[config.mk]
export PLATFORM = sky130hd
export DESIGN_NAME = cache_2way_wt
export DESIGN_NICKNAME = d
export VERILOG_FILES = /design/src/rtl/cache_pkg.sv /design/src/rtl/cache_way.sv /design/src/rtl/cache_2way_wt.sv
export SDC_FILE = /design/constraint.sdc
export NUM_CORES = 1
export LEC_CHECK = 0
export ABC_AREA = 1
export CORE_MARGIN = 8
export CORE_UTILIZATION = 30
export DETAILED_ROUTE_END_ITERATION = 10
export GPL_TIMING_DRIVEN = 0
export MAX_ROUTING_LAYER = met4
export PLACE_DENSITY = 0.56
export SETUP_SLACK_MARGIN = 0.5
export SYNTH_ARGS = -nofsm -noshare
export SYNTH_HDL_FRONTEND = slang
export SYNTH_SLANG_ARGS = --single-unit
[constraint.sdc]
create_clock -name clk -period 5.3 [get_ports clk]
set_clock_uncertainty 0.2 [all_clocks]
set_input_delay 0.795 -clock clk [delete_from_list [all_inputs] [get_ports clk]]
set_output_delay 0.795 -clock clk [all_outputs]
set_load 0.005 [all_outputs]
[src/rtl/cache_pkg.sv]
// -----------------------------------------------------------------------------
// cache_pkg
// Shared types and constants for the 2-way write-through data cache.
//   cache_state_t : controller states (IDLE, RD_MISS, WR_THRU)
//   tag_width()   : tag width for a given number of set-index bits
//   line_t        : one cache line {valid, tag, data}. The tag field is sized
//                   for the smallest legal set count (widest tag). Narrower
//                   tags are zero-extended into it, so the upper bits are
//                   constant and drop out in synthesis.
// -----------------------------------------------------------------------------
package cache_pkg;

   localparam int CACHE_ADDR_W       = 32;
   localparam int CACHE_DATA_W       = 32;
   localparam int CACHE_SET_BITS_MIN = 1;

   function automatic int tag_width(input int set_bits);
      return CACHE_ADDR_W - set_bits - 2;
   endfunction

   localparam int CACHE_TAG_W_MAX = tag_width(CACHE_SET_BITS_MIN);

   typedef enum logic [1:0] {
      IDLE,
      RD_MISS,
      WR_THRU
   } cache_state_t;

   typedef struct packed {
      logic                       valid;
      logic [CACHE_TAG_W_MAX-1:0] tag;
      logic [CACHE_DATA_W-1:0]    data;
   } line_t;

endpackage

[src/rtl/cache_way.sv]
// -----------------------------------------------------------------------------
// cache_way
// One way of the cache. It holds a valid/tag/data entry per set.
// Ports:
//   clk, rst  : clock and synchronous active-high reset. Reset clears only
//               the valid bits.
//   rd_index  : set to read. The read is combinational.
//   rd_line   : line at rd_index. The tag is zero-extended into line_t.
//   wr_en     : write strobe. Writes the line at wr_index on the rising edge
//               and marks it valid.
//   wr_index, wr_tag, wr_data : write port address and contents
// -----------------------------------------------------------------------------
module cache_way
   import cache_pkg::*;
#(
   parameter int SET_BITS = 3,
   parameter int TAG_W    = tag_width(SET_BITS)
) (
   input  logic                    clk,
   input  logic                    rst,
   input  logic [SET_BITS-1:0]     rd_index,
   output line_t                   rd_line,
   input  logic                    wr_en,
   input  logic [SET_BITS-1:0]     wr_index,
   input  logic [TAG_W-1:0]        wr_tag,
   input  logic [CACHE_DATA_W-1:0] wr_data
);

   localparam int SETS = 1 << SET_BITS;

   logic [SETS-1:0]         valid_q;
   logic [SETS-1:0]         valid_d;
   logic [TAG_W-1:0]        tag_q  [SETS];
   logic [CACHE_DATA_W-1:0] data_q [SETS];

   always_comb begin
      valid_d = valid_q;
      if (wr_en) begin
         valid_d[wr_index] = 1'b1;
      end
   end

   always_ff @(posedge clk) begin
      if (rst) begin
         valid_q <= '0;
      end else begin
         valid_q <= valid_d;
      end
   end

   // Tag and data need no reset. A line is never used until its valid bit is set.
   always_ff @(posedge clk) begin
      if (wr_en) begin
         tag_q[wr_index]  <= wr_tag;
         data_q[wr_index] <= wr_data;
      end
   end

   always_comb begin
      rd_line       = '0;
      rd_line.valid = valid_q[rd_index];
      rd_line.tag   = CACHE_TAG_W_MAX'(tag_q[rd_index]);
      rd_line.data  = data_q[rd_index];
   end

endmodule

[src/rtl/cache_2way_wt.sv]
// -----------------------------------------------------------------------------
// cache_2way_wt
// 2-way set-associative data cache. It is write-through, does not allocate on
// writes, and holds one 32-bit word per line. Load hits are answered
// combinationally. Load misses and all stores stall the pipeline while a
// mem_req/mem_valid transaction runs.
// Ports:
//   clk, rst         : clock and synchronous active-high reset
//   cpu_req, cpu_we  : access request and store flag from the memory stage
//   cpu_addr         : byte address. Bits [1:0] are ignored.
//   cpu_wdata        : store data
//   cpu_rdata        : load data. Zero when no load completes this cycle.
//   cpu_stall        : pipeline freeze
//   mem_req, mem_we  : memory request and write flag. Held until mem_valid.
//   mem_addr         : word-aligned memory address
//   mem_wdata        : memory write data
//   mem_rdata        : memory read data
//   mem_valid        : one-cycle completion strobe from memory
// Optional feature (macro CACHE_STATS_EN): adds the stat_hits and
// stat_misses counters. They count IDLE load hits and IDLE load misses,
// saturate at all-ones, and clear on reset.
// -----------------------------------------------------------------------------
module cache_2way_wt
   import cache_pkg::*;
#(
   parameter int SET_BITS   = 3,
   parameter int DATA_WIDTH = 32,
   parameter int ADDR_WIDTH = 32
) (
   input  logic                  clk,
   input  logic                  rst,
   input  logic                  cpu_req,
   input  logic                  cpu_we,
   input  logic [ADDR_WIDTH-1:0] cpu_addr,
   input  logic [DATA_WIDTH-1:0] cpu_wdata,
   output logic [DATA_WIDTH-1:0] cpu_rdata,
   output logic                  cpu_stall,
   output logic                  mem_req,
   output logic                  mem_we,
   output logic [ADDR_WIDTH-1:0] mem_addr,
   output logic [DATA_WIDTH-1:0] mem_wdata,
   input  logic [DATA_WIDTH-1:0] mem_rdata,
   input  logic                  mem_valid
`ifdef CACHE_STATS_EN
   ,
   output logic [31:0]           stat_hits,
   output logic [31:0]           stat_misses
`endif
);

   localparam int TAG_W = tag_width(SET_BITS);
   localparam int SETS  = 1 << SET_BITS;

   cache_state_t          state_q, state_d;
   logic [ADDR_WIDTH-3:0] addr_q, addr_d;     // word address of the pending access
   logic [DATA_WIDTH-1:0] wdata_q, wdata_d;
   logic                  mem_req_q, mem_req_d;
   logic                  mem_we_q, mem_we_d;
   logic [SETS-1:0]       lru_q, lru_d;       // way to replace next in each set

   logic [SET_BITS-1:0]   acc_index;
   logic [TAG_W-1:0]      acc_tag;
   line_t                 way_line [2];
   logic                  hit0, hit1, hit_any;
   logic                  victim;
   logic [1:0]            way_wr_en;
   logic [DATA_WIDTH-1:0] way_wr_data;
   logic                  ld_hit, ld_miss;
   logic                  unused_addr_bits;

   assign unused_addr_bits = &{1'b0, cpu_addr[1:0]};

   // In IDLE, look up the live CPU address. During a miss, use the registered
   // address so the refill goes to the set and tag that missed.
   always_comb begin
      if (state_q == IDLE) begin
         acc_index = cpu_addr[SET_BITS+1:2];
         acc_tag   = cpu_addr[ADDR_WIDTH-1:SET_BITS+2];
      end else begin
         acc_index = addr_q[SET_BITS-1:0];
         acc_tag   = addr_q[ADDR_WIDTH-3:SET_BITS];
      end
   end

   genvar gi;
   for (gi = 0; gi < 2; gi++) begin : g_way
      cache_way #(
         .SET_BITS (SET_BITS),
         .TAG_W    (TAG_W)
      ) u_way (
         .clk      (clk),
         .rst      (rst),
         .rd_index (acc_index),
         .rd_line  (way_line[gi]),
         .wr_en    (way_wr_en[gi] && !rst),
         .wr_index (acc_index),
         .wr_tag   (acc_tag),
         .wr_data  (way_wr_data)
      );
   end

   assign hit0    = way_line[0].valid && (way_line[0].tag == CACHE_TAG_W_MAX'(acc_tag));
   assign hit1    = way_line[1].valid && (way_line[1].tag == CACHE_TAG_W_MAX'(acc_tag));
   assign hit_any = hit0 || hit1;

   // Pick an empty way first, way0 before way1. Otherwise pick the LRU way.
   always_comb begin
      if (!way_line[0].valid) begin
         victim = 1'b0;
      end else if (!way_line[1].valid) begin
         victim = 1'b1;
      end else begin
         victim = lru_q[acc_index];
      end
   end

   assign ld_hit  = !rst && (state_q == IDLE) && cpu_req && !cpu_we && hit_any;
   assign ld_miss = !rst && (state_q == IDLE) && cpu_req && !cpu_we && !hit_any;

   // Next-state logic, register updates and way writes
   always_comb begin
      state_d     = state_q;
      addr_d      = addr_q;
      wdata_d     = wdata_q;
      mem_req_d   = mem_req_q;
      mem_we_d    = mem_we_q;
      lru_d       = lru_q;
      way_wr_en   = 2'b00;
      way_wr_data = cpu_wdata;
      case (state_q)
         IDLE: begin
            if (cpu_req) begin
               addr_d = cpu_addr[ADDR_WIDTH-1:2];
               if (cpu_we) begin
                  wdata_d   = cpu_wdata;
                  mem_req_d = 1'b1;
                  mem_we_d  = 1'b1;
                  state_d   = WR_THRU;
                  if (hit_any) begin
                     // Write-through also updates the cached copy on a hit.
                     way_wr_en           = {hit1, hit0};
                     lru_d[acc_index]    = hit0;
                  end
               end else if (hit_any) begin
                  // A hit in way0 makes way1 the next victim, and vice versa.
                  lru_d[acc_index] = hit0;
               end else begin
                  mem_req_d = 1'b1;
                  mem_we_d  = 1'b0;
                  state_d   = RD_MISS;
               end
            end
         end
         RD_MISS: begin
            if (mem_valid) begin
               way_wr_en[victim] = 1'b1;
               way_wr_data       = mem_rdata;
               lru_d[acc_index]  = ~victim;
               mem_req_d         = 1'b0;
               state_d           = IDLE;
            end
         end
         WR_THRU: begin
            if (mem_valid) begin
               mem_req_d = 1'b0;
               mem_we_d  = 1'b0;
               state_d   = IDLE;
            end
         end
         default: state_d = IDLE;
      endcase
   end

   always_ff @(posedge clk) begin
      if (rst) begin
         state_q   <= IDLE;
         addr_q    <= '0;
         wdata_q   <= '0;
         mem_req_q <= 1'b0;
         mem_we_q  <= 1'b0;
         lru_q     <= '0;
      end else begin
         state_q   <= state_d;
         addr_q    <= addr_d;
         wdata_q   <= wdata_d;
         mem_req_q <= mem_req_d;
         mem_we_q  <= mem_we_d;
         lru_q     <= lru_d;
      end
   end

   assign mem_req   = mem_req_q;
   assign mem_we    = mem_we_q;
   assign mem_addr  = {addr_q, 2'b00};
   assign mem_wdata = wdata_q;

   // CPU-facing outputs. Stall drops in the mem_valid cycle so the pipeline
   // captures the data and moves on in the same cycle.
   always_comb begin
      cpu_stall = 1'b0;
      cpu_rdata = '0;
      if (!rst) begin
         case (state_q)
            IDLE: begin
               if (cpu_req) begin
                  if (cpu_we || !hit_any) begin
                     cpu_stall = 1'b1;
                  end else begin
                     cpu_rdata = hit0 ? way_line[0].data : way_line[1].data;
                  end
               end
            end
            RD_MISS: begin
               cpu_stall = !mem_valid;
               if (mem_valid) begin
                  cpu_rdata = mem_rdata;
               end
            end
            WR_THRU: cpu_stall = !mem_valid;
            default: cpu_stall = 1'b0;
         endcase
      end
   end

`ifdef CACHE_STATS_EN
   logic [31:0] stat_hits_q, stat_hits_d;
   logic [31:0] stat_misses_q, stat_misses_d;

   always_comb begin
      stat_hits_d   = stat_hits_q;
      stat_misses_d = stat_misses_q;
      if (ld_hit && (stat_hits_q != 32'hFFFF_FFFF)) begin
         stat_hits_d = stat_hits_q + 32'd1;
      end
      if (ld_miss && (stat_misses_q != 32'hFFFF_FFFF)) begin
         stat_misses_d = stat_misses_q + 32'd1;
      end
   end

   always_ff @(posedge clk) begin
      if (rst) begin
         stat_hits_q   <= '0;
         stat_misses_q <= '0;
      end else begin
         stat_hits_q   <= stat_hits_d;
         stat_misses_q <= stat_misses_d;
      end
   end

   assign stat_hits   = stat_hits_q;
   assign stat_misses = stat_misses_q;
`else
   logic unused_stats;
   assign unused_stats = &{1'b0, ld_hit, ld_miss};
`endif

   // A line is never filled while it is already present, so two ways can
   // never hold the same tag in one set.
   a_one_hit : assert property (@(posedge clk) disable iff (rst) !(hit0 && hit1));

endmodule

* Yosys cells after proc, flatten, opt, wreduce, memory -nomap -nowiden *
Memories as Yosys holds them, arrays and structs flattened.
Index checks and enable logic that the tools add are counted.

operators by class
  $lt $le $gt $ge = 4
  equality and inequality tests = 10
  multiplexer cells = 55
  bitwise operators = 3
  reductions and logical operators = 22

operators with widths
  cell                  count
  $mux W32              7
  $pmux W32 S2          1
  $eq A27 B27 Y1        2
  $mux W27              1
  $mux W8               3
  $mux W1               21
  $bwmux W8             2
  $mux W2               8
  $or A8 B8 Y8          2
  $pmux W8 S2           1
  $reduce_and A4 Y1     3
  $bmux W1 S3           3
  $ne A2 B2 Y1 const B  4
  $pmux W2 S2           2
  $logic_and A1 B1 Y1   6
  $pmux W1 S2           3
  $reduce_and A3 Y1     2
  $reduce_bool A2 Y1    3
  $lt A3 B4 Y1 const B  1
  $demux W1 S3          1
  $ge A3 B1 Y1 const B  1
  $logic_not A1 Y1      3
  $mux W3               1
  $ne A3 B3 Y1 const B  1
  11 further kinds      12

word-level totals
  flip-flop bits (word level) = 90
  RAM bits = 944
  output and inout bits = 99
  word-level logic and storage cells = 106
  memories kept = 4

memories
  memory                 depth  width  rd ports  clocked after Yosys merged registers in  wr ports  RTL line         RTL
  g_way[0].u_way.data_q  8      32     1         0                                        1         cache_way.sv:34  logic [CACHE_DATA_W-1:0] data_q [SETS];
  g_way[1].u_way.data_q  8      32     1         0                                        1         cache_way.sv:34
  g_way[0].u_way.tag_q   8      27     1         0                                        1         cache_way.sv:33  logic [TAG_W-1:0] tag_q [SETS];
  g_way[1].u_way.tag_q   8      27     1         0                                        1         cache_way.sv:33

* Longest topological paths before layout *
Gate-level depths: netlist (run 1).

  depth after elaboration = 15
  depth in mapped cells = 27
  gate-level depth less buffers = 24

* Hierarchy *
Synthesis (run 1) repeated with hierarchy kept, for this count alone.

second synthesis, totals
  cells, all modules = 5319
  area, all modules = 47993.5 µm²

modules (own cells, without submodules)
  module                       times used  cells each  area each (µm²)  sequential area each (µm²)
  cache_way at g_way[0].u_way  1           2114        21032.7          14333.7
  cache_way at g_way[1].u_way  1           2114        21028.9          14333.7
  cache_2way_wt                1           1091        5931.9           1481.4

* Worst setup path before layout (run 1) *
OpenSTA, ideal clock, no wires.

  path kind = reg-to-reg
  from = register state_q[0]
  to = memory g_way[0].u_way.data_q[0][0] (enable)
  arrival time = 4245 ps
  data required time = 4687 ps
  setup slack = 442 ps
  cell stages (with the launch flop) = 17
  buffers on the path = 3
  period minus slack after synthesis = 4858 ps
  path through = dfxtp_1 inv_1 ha_1 buf_4 buf_2 buf_2 o21ai_0 inv_1 nand2_1 o21ai_0 nor2_1 nand3_1 nor2_4 nand4_1 a21oi_2 nand2_1 inv_1

between the ends
  elaborated cells between the ends (all ways) = 32
  those cells by class = 2 x order compare; 3 x eq/ne; 19 x mux; 6 x reduce/logical; 2 x memory

RTL lines
  item                                    RTL line                                    RTL
  from (decl)                             cache_2way_wt.sv:54                         cache_state_t state_q, state_d;
  from (signal assigned)                  cache_2way_wt.sv:183                        state_q <= state_d;
  $logic_not A2 Y1 *                      cache_2way_wt.sv:76                         if (state_q == IDLE) begin
  $mux W27 *                              cache_2way_wt.sv:76
  net acc_tag[17]                         cache_2way_wt.sv:62                         logic [TAG_W-1:0] acc_tag;
  $eq A27 B27 Y1 (on tied branches)       cache_2way_wt.sv:102, cache_2way_wt.sv:103
  $logic_and A1 B1 Y1 (on tied branches)  cache_2way_wt.sv:102, cache_2way_wt.sv:103
  $logic_or A1 B1 Y1                      cache_2way_wt.sv:104                        assign hit_any = hit0 || hit1;
  $mux W2 *                               cache_2way_wt.sv:139                        if (hit_any) begin
  $mux W2 *                               cache_2way_wt.sv:134                        if (cpu_we) begin
  $mux W2 *                               cache_2way_wt.sv:132                        if (cpu_req) begin
  $pmux W2 S2 *                           cache_2way_wt.sv:130                        case (state_q)
  $logic_and A1 B1 Y1 *                   cache_2way_wt.sv:95                         .wr_en (way_wr_en[gi] && !rst),
  $mux W1 *                               cache_way.sv:53                             if (wr_en) begin
  $mux W1 (implied by the code) *         cache_way.sv:55                             data_q[wr_index] <= wr_data;
  to (decl)                               cache_way.sv:34

Mark *: on every way through the listed nets, which the timed path passes. The rest lies on a longest branch. The select of a mux whose other input is x is not followed.

* Worst setup path in the final report (run 1) *
  from = register state_q[0]
  to = output cpu_rdata[22]

between the ends
  word-level cells in the longest chain between the ends = 12
  elaborated cells between the ends (all ways) = 24
  those cells by class = 3 x eq/ne; 11 x mux; 6 x reduce/logical; 4 x memory

ends and longest elaborated chain
  item                                                  RTL line                                    RTL
  $logic_not A2 Y1                                      cache_2way_wt.sv:76, cache_2way_wt.sv:203
  $mux W3                                               cache_2way_wt.sv:76
  $mem_v2 Z8 W27 / $bmux W1 S3 (equally long branches)  n/a
  $eq A27 B27 Y1 (tied with other cells)                cache_2way_wt.sv:102                        assign hit0 = way_line[0].valid && (way_line[0].tag == CACHE_TAG_W_MAX'(acc_tag));
  $logic_and A1 B1 Y1 (on tied branches)                cache_2way_wt.sv:102, cache_2way_wt.sv:103
  $logic_or A1 B1 Y1                                    cache_2way_wt.sv:104
  $logic_not A1 Y1                                      cache_2way_wt.sv:206                        if (cpu_we || !hit_any) begin
  $logic_or A1 B1 Y1                                    cache_2way_wt.sv:206
  $mux W32                                              cache_2way_wt.sv:206
  $mux W32                                              cache_2way_wt.sv:205                        if (cpu_req) begin
  $pmux W32 S2 *                                        cache_2way_wt.sv:203                        case (state_q)
  $mux W32 *                                            cache_2way_wt.sv:202                        if (!rst) begin
  to (decl)                                             cache_2way_wt.sv:36                         output logic [DATA_WIDTH-1:0] cpu_rdata,

Mark *: on every way between the ends. The rest lies on a longest branch, timed or not. The select of a mux whose other input is x is not followed.

==> flow_metrics.tcl, run 1 <==
set metrics [dict create \
    status "complete, no violations" \
    power.leakage_nw 18.84 \
    first_pass_iters 7 \
    clock_path_buffers 3 \
    arrival_ns 4.30 \
    remaining_drc_errors 0 \
    cp-start-kind "flop" \
    ff_latch_area_um2 30150 \
    placementRows 136 \
    clock_latency_ns 0.71 \
    cts_tree "built" \
    core-area_um2 137000 \
    cts_sinks 1034 \
    final_area_um2 52650 \
    dieHeight_um 386.9 \
    place_ws_ns -1.786 \
    hpwl_mm 93.61 \
    ys_ff_latch 1034 \
    clock.fmax_ghz 0.1887 \
    hold_path_class "flop to flop" \
    r2r_end "g_way[1].u_way.data_q[4][11]" \
    grt_pass1_wl_mm 205.5 \
    worstPathMaxFanout 7 \
    hp-start "g_way[1].u_way.valid_q[3]" \
    die_x_um 386.9 \
    synth_cell_type_count 40 \
    numCtsBuffers 108 \
    r2r.worst_path.cells 24 \
    area_growth_pct 27.58 \
    period_share_pct 99.96 \
    wl_per_cell_um 25.19 \
    fin_ws_ns 0.001958 \
    postSynthCellCount 3445 \
    setup_viol 0 \
    drtIter0Drc 3208 \
    fin_tns_setup_ns 0 \
    critPathRequiredTime_ns 4.30 \
    ctsHoldBuffers 0 \
    antenna_found_initial 7 \
    drive_above_1_share_pct 18.34 \
    endpoint_kind "output port" \
    synth_top_area_share_pct 68.70 \
    grt_max_degree 45 \
    crit_slowest_cell "dfxtp_2" \
    h-tree-depth 3 \
    avgSynthCellArea_um2 11.98 \
    n_fill_cell 13040 \
    hold_depth 2 \
    grt_util_all_layers_pct 19.16 \
    grt_pass1_vias 28660 \
    ys_seq_area_share_pct 73.06 \
    multi_input_area_um2 10430 \
    grt_overflow 0 \
    ir_drop_uv 333.9 \
    r2r_slack_ns 0.64 \
    port_buffers 194 \
    crit_type "flop to output port" \
    place_area_um2 46240 \
    via_count 29560 \
    syn_area_um2 41260 \
    finalNetCount 4009 \
    worstMarginPinSlew_ns 1.354 \
    grt_setup_unrepaired "yes" \
    via_per_inst 5.100 \
    root_buffer "clkbuf_16" \
    ioPinCount 200 \
    synth_warnings 0 \
    critical_path.max_stage_delay_ns 0.34 \
    cpMostUsedCell "nand2_4" \
    ant_nets 0 \
    max-slew-margin-rel_pct 9.745 \
    synthTopCellsByArea "edfxtp_1 69%, nand2_1 8.9%, dfxtp_1 4.4%, nand3_1 3.6%, o22ai_1 2.4%" \
    drt-total-wl_mm 146.0 \
    powerDensity_nw_per_um2 614.3 \
    drv_slew 0 \
    clkTransAtPathRegs_ns 0.06 \
    final_util_pct 38.43 \
    hold_slack_ns 0.2521 \
    hold_path_end "g_way[1].u_way.valid_q[3]" \
    period_minus_slack_ns 5.298 \
    initial_core_util_pct 30.12 \
    rr_startpoint "state_q[0]" \
    yosysTopAreaCell "edfxtp_1" \
    hold_viol 0 \
    globalplace.congestion 0.8708 \
    die_area_um2 149700 \
    cap_violations 0 \
]
==> Yosys cell counts <==
cell type / n
inv_2: 1
nand4_1: 4
edfxtp_1: 944
nor2_8: 1
nand2_2: 7
nand3_1: 294
buf_4: 27
inv_1: 186
nor2_1: 175
nor3_1: 48
a211oi_1: 26
conb_1: 1
o221ai_1: 36
o22ai_2: 1
inv_4: 1
buf_6: 9
a21oi_1: 86
ha_1: 4
or2_2: 19
nand2_1: 978
o22a_1: 20
nand2_4: 4
o22ai_1: 161
or4_1: 11
a221oi_1: 2
o21ai_2: 1
and2_0: 1
xor2_1: 1
nor3_2: 1
o21ai_1: 7
clkbuf_1: 60
clkinv_1: 1
o211ai_1: 4
buf_1: 13
dfxtp_1: 90
o21ai_0: 137
nor2_4: 6
a21oi_2: 1
nor3b_1: 1
buf_2: 75
==> layout make-up <==
| cell class | count | share of cell area [%] |
|---|---|---|
| multi-input cells | 2041 | 19.81 |
| well taps | 1794 | 4.264 |
| plain buffers | 184 | 3.458 |
| repair buffers | 346 | 6.971 |
| clock buffers | 129 | 5.324 |
| inverters | 189 | 1.490 |
| diodes | 6 | 0.02852 |
| clock inverters | 74 | 1.378 |
| flip-flops and latches | 1034 | 57.27 |
==> cells in the final DEF (no fill, tap or decap), drive strengths merged, types with 13 or more instances in the layout <==
cell type / n
nand2: 990
edfxtp: 944
buf: 308
nand3: 294
clkbuf: 189
inv: 183
nor2: 182
o22ai: 162
clkdlybuf4s50: 159
o21ai: 146
dfxtp: 90
a21oi: 87
clkinv: 56
nor3: 49
o221ai: 36
a211oi: 26
o22a: 20
or2: 19
clkinvlp: 13
==> power breakdown <==
| group | internal [mW] | switching, mW | leakage (nW) |
|---|---|---|---|
| sequential | 9.91 | 0.130 | 9.26 |
| clock | 4.32 | 3.29 | 1.71 |
| combinational | 5.06 | 9.62 | 7.87 |
==> cell families after synthesis <==
group	Yosys count	share of synthesized area (%)
buf+inv	373	4.036
other cells	1	0.009088
flops	1034	73.06
fa+ha+maj	4	0.1213
compound gates	482	7.080
simple gates	1550	15.67
xor+xnor	1	0.02123
==> worst max-delay path by stage <==
stage                                   endpoint  cells past startpoint  startpoint  slack (ns)
floorplan            g_way[1].u_way.data_q[0][0]                     18  state_q[0]        0.57
global placement    g_way[1].u_way.data_q[2][27]                     16  state_q[0]       -3.47
detailed placement                 cpu_rdata[31]                     20  state_q[0]       -1.79
CTS                                cpu_rdata[22]                     28  state_q[1]       -0.02
global route                       cpu_rdata[22]                     26  state_q[0]       -0.15
finish                             cpu_rdata[22]                     27  state_q[0]       0.002
==> sequential cells by signal (all words and copies together), names as in the netlist <==
| name | cells |
|---|---|
| mem_we | 1 |
| g_way.u_way.tag_q | 432 |
| addr_q | 30 |
| g_way.u_way.valid_q | 16 |
| lru_q | 8 |
| mem_wdata | 32 |
| state_q | 2 |
| g_way.u_way.data_q | 512 |
| mem_req | 1 |
==> stage by stage <==
| step | std cells | power (mW) |
|---|---|---|
| CTS | 5773 | 31.97 |
| global placement | 5434 | 21.50 |
| detailed placement | 5476 | 21.72 |
| global route | 5796 | 33.68 |
| floorplan | 3446 | 16.66 |
| finish | 5797 | 32.34 |
==> routing by layer <==
metal | wire length [um] | GRT usage, % | up-vias
li1 | - | - | 13200
met2 | 68240 | 30.74 | 1326
met3 | 12590 | 3.915 | 262
met4 | 4955 | 5.838 | 0
met1 | 60250 | 24.53 | 14780
met5 | 0 | - | -
==> worst max-delay path: cells and delay by family (launching register included) <==
kind / cells / cell delay, ns
adder cells (fa/ha/maj): 1 / 0.17
buffers and inverters: 10 / 1.25
AO/OA/AOI/OAI: 3 / 0.41
flip-flops: 1 / 0.34
AND/OR/NAND/NOR: 13 / 1.41
==> timing repair <==
item | CTS | global route
resized for setup | 656 | 64
setup endpoints to repair | 1025 | 625
cloned | 11 | 1
pin swaps | 92 | 43
setup buffers | 83 | 17
(Power assumes the default switching activity.)
==> run 2, diff against run 1 <==
CTS_BUF_LIST = sky130_fd_sc_hd__clkbuf_4 sky130_fd_sc_hd__clkbuf_8   (was not set)
==> flow_metrics.tcl, run 2 (synthesis gave the netlist of run 1 again) <==
set metrics [dict create \
    fin_tns_setup_ns -4.094 \
    pwr-share-clk_pct 23.1 \
    critPathRequiredTime_ns 4.30 \
    root_buffer "clkbuf_8" \
    power.leakage_nw 18.85 \
    crit_slowest_cell "dfxtp_2" \
    cts_sinks 1034 \
    crit_type "flop to output port" \
    r2r_slack_ns 0.58 \
    placed_cells 5476 \
    first_pass_iters 6 \
    largest_reg_flops 512 \
    p_sw_share_pct 40.81 \
    grt_max_degree 45 \
    worst_path_dominant_cell_family "simple AND/OR/NAND/NOR gates" \
    endpoint_kind "output port" \
    hold_viol 0 \
    remaining_drc_errors 0 \
    final_util_pct 38.29 \
    max-slew-margin-rel_pct 12.62 \
    power_frac_seq_pct 31.5 \
    regMostFlops "g_way.u_way.data_q" \
    via_per_inst 5.133 \
    arrival_ns 4.50 \
    violations "setup timing" \
    globalplace.congestion 0.8708 \
    grt_pass1_wl_mm 207.2 \
    clkTransAtPathRegs_ns 0.06 \
    hp-start "g_way[0].u_way.valid_q[7]" \
    stdcell_count 5883 \
    hold_slack_ns 0.2501 \
    grt_setup_unrepaired "yes" \
    top_layer "met4" \
    die_x_um 386.9 \
    via_count 30200 \
    initial_core_util_pct 30.12 \
    wl_met1_mm 59.88 \
    ir_drop_uv 339.0 \
    hold_depth 2 \
    worstPathMaxFanout 5 \
    mostFrequentLayoutCells "944 x edfxtp_1, 906 x nand2_1, 279 x nand3_1" \
    combPwrFrac_pct 45.5 \
    ant_nets 0 \
    cts_tree "built" \
    critical_path.max_stage_delay_ns 0.33 \
    worstMarginPinSlew_ns 1.311 \
    wl_met2_mm 68.70 \
    grt_util_all_layers_pct 19.41 \
    hold_path_class "flop to flop" \
    final_common_cell "edfxtp_1" \
    area_growth_pct 27.11 \
    wl_met3_mm 14.25 \
    clock_latency_ns 0.89 \
    r2r_end "g_way[0].u_way.tag_q[2][22]" \
    numCtsBuffers 173 \
    clock_path_buffers 3 \
    dieHeight_um 386.9 \
    period_share_pct 103.7 \
    drtIter0Drc 3230 \
    drv_slew 0 \
    r2r.worst_path.cells 25 \
    drt-total-wl_mm 147.1 \
    hpwl_mm 93.61 \
    cap_violations 0 \
    cp-start-kind "flop" \
    antenna_found_initial 8 \
    place_ws_ns -1.786 \
    die_area_um2 149700 \
    powerDensity_nw_per_um2 608.7 \
    placementRows 136 \
    port_buffers 194 \
    grt_pass1_vias 29100 \
    core-area_um2 137000 \
    rr_startpoint "state_q[1]" \
    hold_path_end "g_way[0].u_way.valid_q[7]" \
    clock.fmax_ghz 0.1819 \
    h-tree-depth 4 \
    crit_buf_inv 9 \
    drive_above_1_share_pct 20.25 \
    period_minus_slack_ns 5.496 \
    fin_ws_ns -0.1964 \
    ioPinCount 200 \
    finalNetCount 4056 \
    wl_per_cell_um 25.00 \
    status "finished with violations" \
    grt_overflow 0 \
    p_switching_mw 13.03 \
    p_int_mw 18.90 \
    setup_viol 32 \
    n_fill_cell 13070 \
]
==> run 2: power groups by stage <==
stage | combinational, mW | clock, mW | sequential, mW
CTS | 14.1 | 7.45 | 10.0
detailed placement | 11.5 | 0 | 10.2
global placement | 11.2 | 0 | 10.3
floorplan | 6.47 | 0 | 10.2
finish | 14.5 | 7.37 | 10.0
global route | 15.5 | 7.80 | 10.1
==> run 2: final cells by class <==
cell class / instances / area [um^2] / area share, %
Clock inverter: 66 / 584.3 / 1.114
Timing Repair Buffer: 328 / 3468 / 6.612
Antenna cell: 6 / 15.01 / 0.02862
Multi-Input combinational cell: 2041 / 10460 / 19.93
Buffer: 184 / 1814 / 3.459
Inverter: 189 / 784.5 / 1.496
Tap cell: 1794 / 2245 / 4.279
Sequential cell: 1034 / 30150 / 57.48
Clock buffer: 241 / 2935 / 5.596
==> run 2: how the worst max path moves through the flow <==
stage                     startpoint                            to  slack (ns)  cells after the start
after floorplan           state_q[0]   g_way[1].u_way.data_q[0][0]        0.57                     18
after global placement    state_q[0]  g_way[1].u_way.data_q[2][27]       -3.47                     16
after detailed placement  state_q[0]                 cpu_rdata[31]       -1.79                     20
after CTS                 state_q[1]                 cpu_rdata[22]       -0.23                     29
after global routing      state_q[0]                 cpu_rdata[22]       -0.35                     27
final                     state_q[1]                 cpu_rdata[23]       -0.20                     28
==> run 2: worst reg2reg max path, stage by stage (launching register included) <==
cell        delay, ns
dfxtp_2          0.33
inv_2            0.05
ha_4             0.17
buf_4            0.18
nand2_4          0.11
nand2_8          0.08
nor2_4           0.22
buf_8            0.18
buf_6            0.11
buf_12           0.09
nand3_2          0.06
nand2_1          0.07
inv_1            0.04
nand2_1          0.08
nor2_1           0.05
nor2_1           0.14
nand2_1          0.08
nor2_1           0.11
nand2_1          0.09
nor2_4           0.23
buf_4            0.21
nand4_1          0.17
a21oi_4          0.36
nand2_2          0.13
clkinvlp_4       0.51
buf_12           0.32
==> run 2: timing repair <==
item / 4_1_cts / 5_1_grt
hold buffers: 0 / 0
pin swaps: 79 / 37
resized for setup: 645 / 66
setup buffers: 81 / 3
endpoints found under the hold margin: 0 / 0
cloned: 10 / 0
endpoints found under the setup margin: 1025 / 736
==> run 2: routing by layer <==
layer,vias up,track usage (%)
met1,15100,24.74
met2,1541,30.83
met5,-,-
li1,13310,-
met3,252,4.539
met4,0,5.946
==> run 2: metrics by stage <==
stage	power (mW)	cell area [um^2]
2_1_floorplan	16.66	41300
3_3_place_gp	21.50	45480
3_5_place_dp	21.72	46240
4_1_cts	31.63	52200
5_1_grt	33.33	52450
6_report	31.93	52450
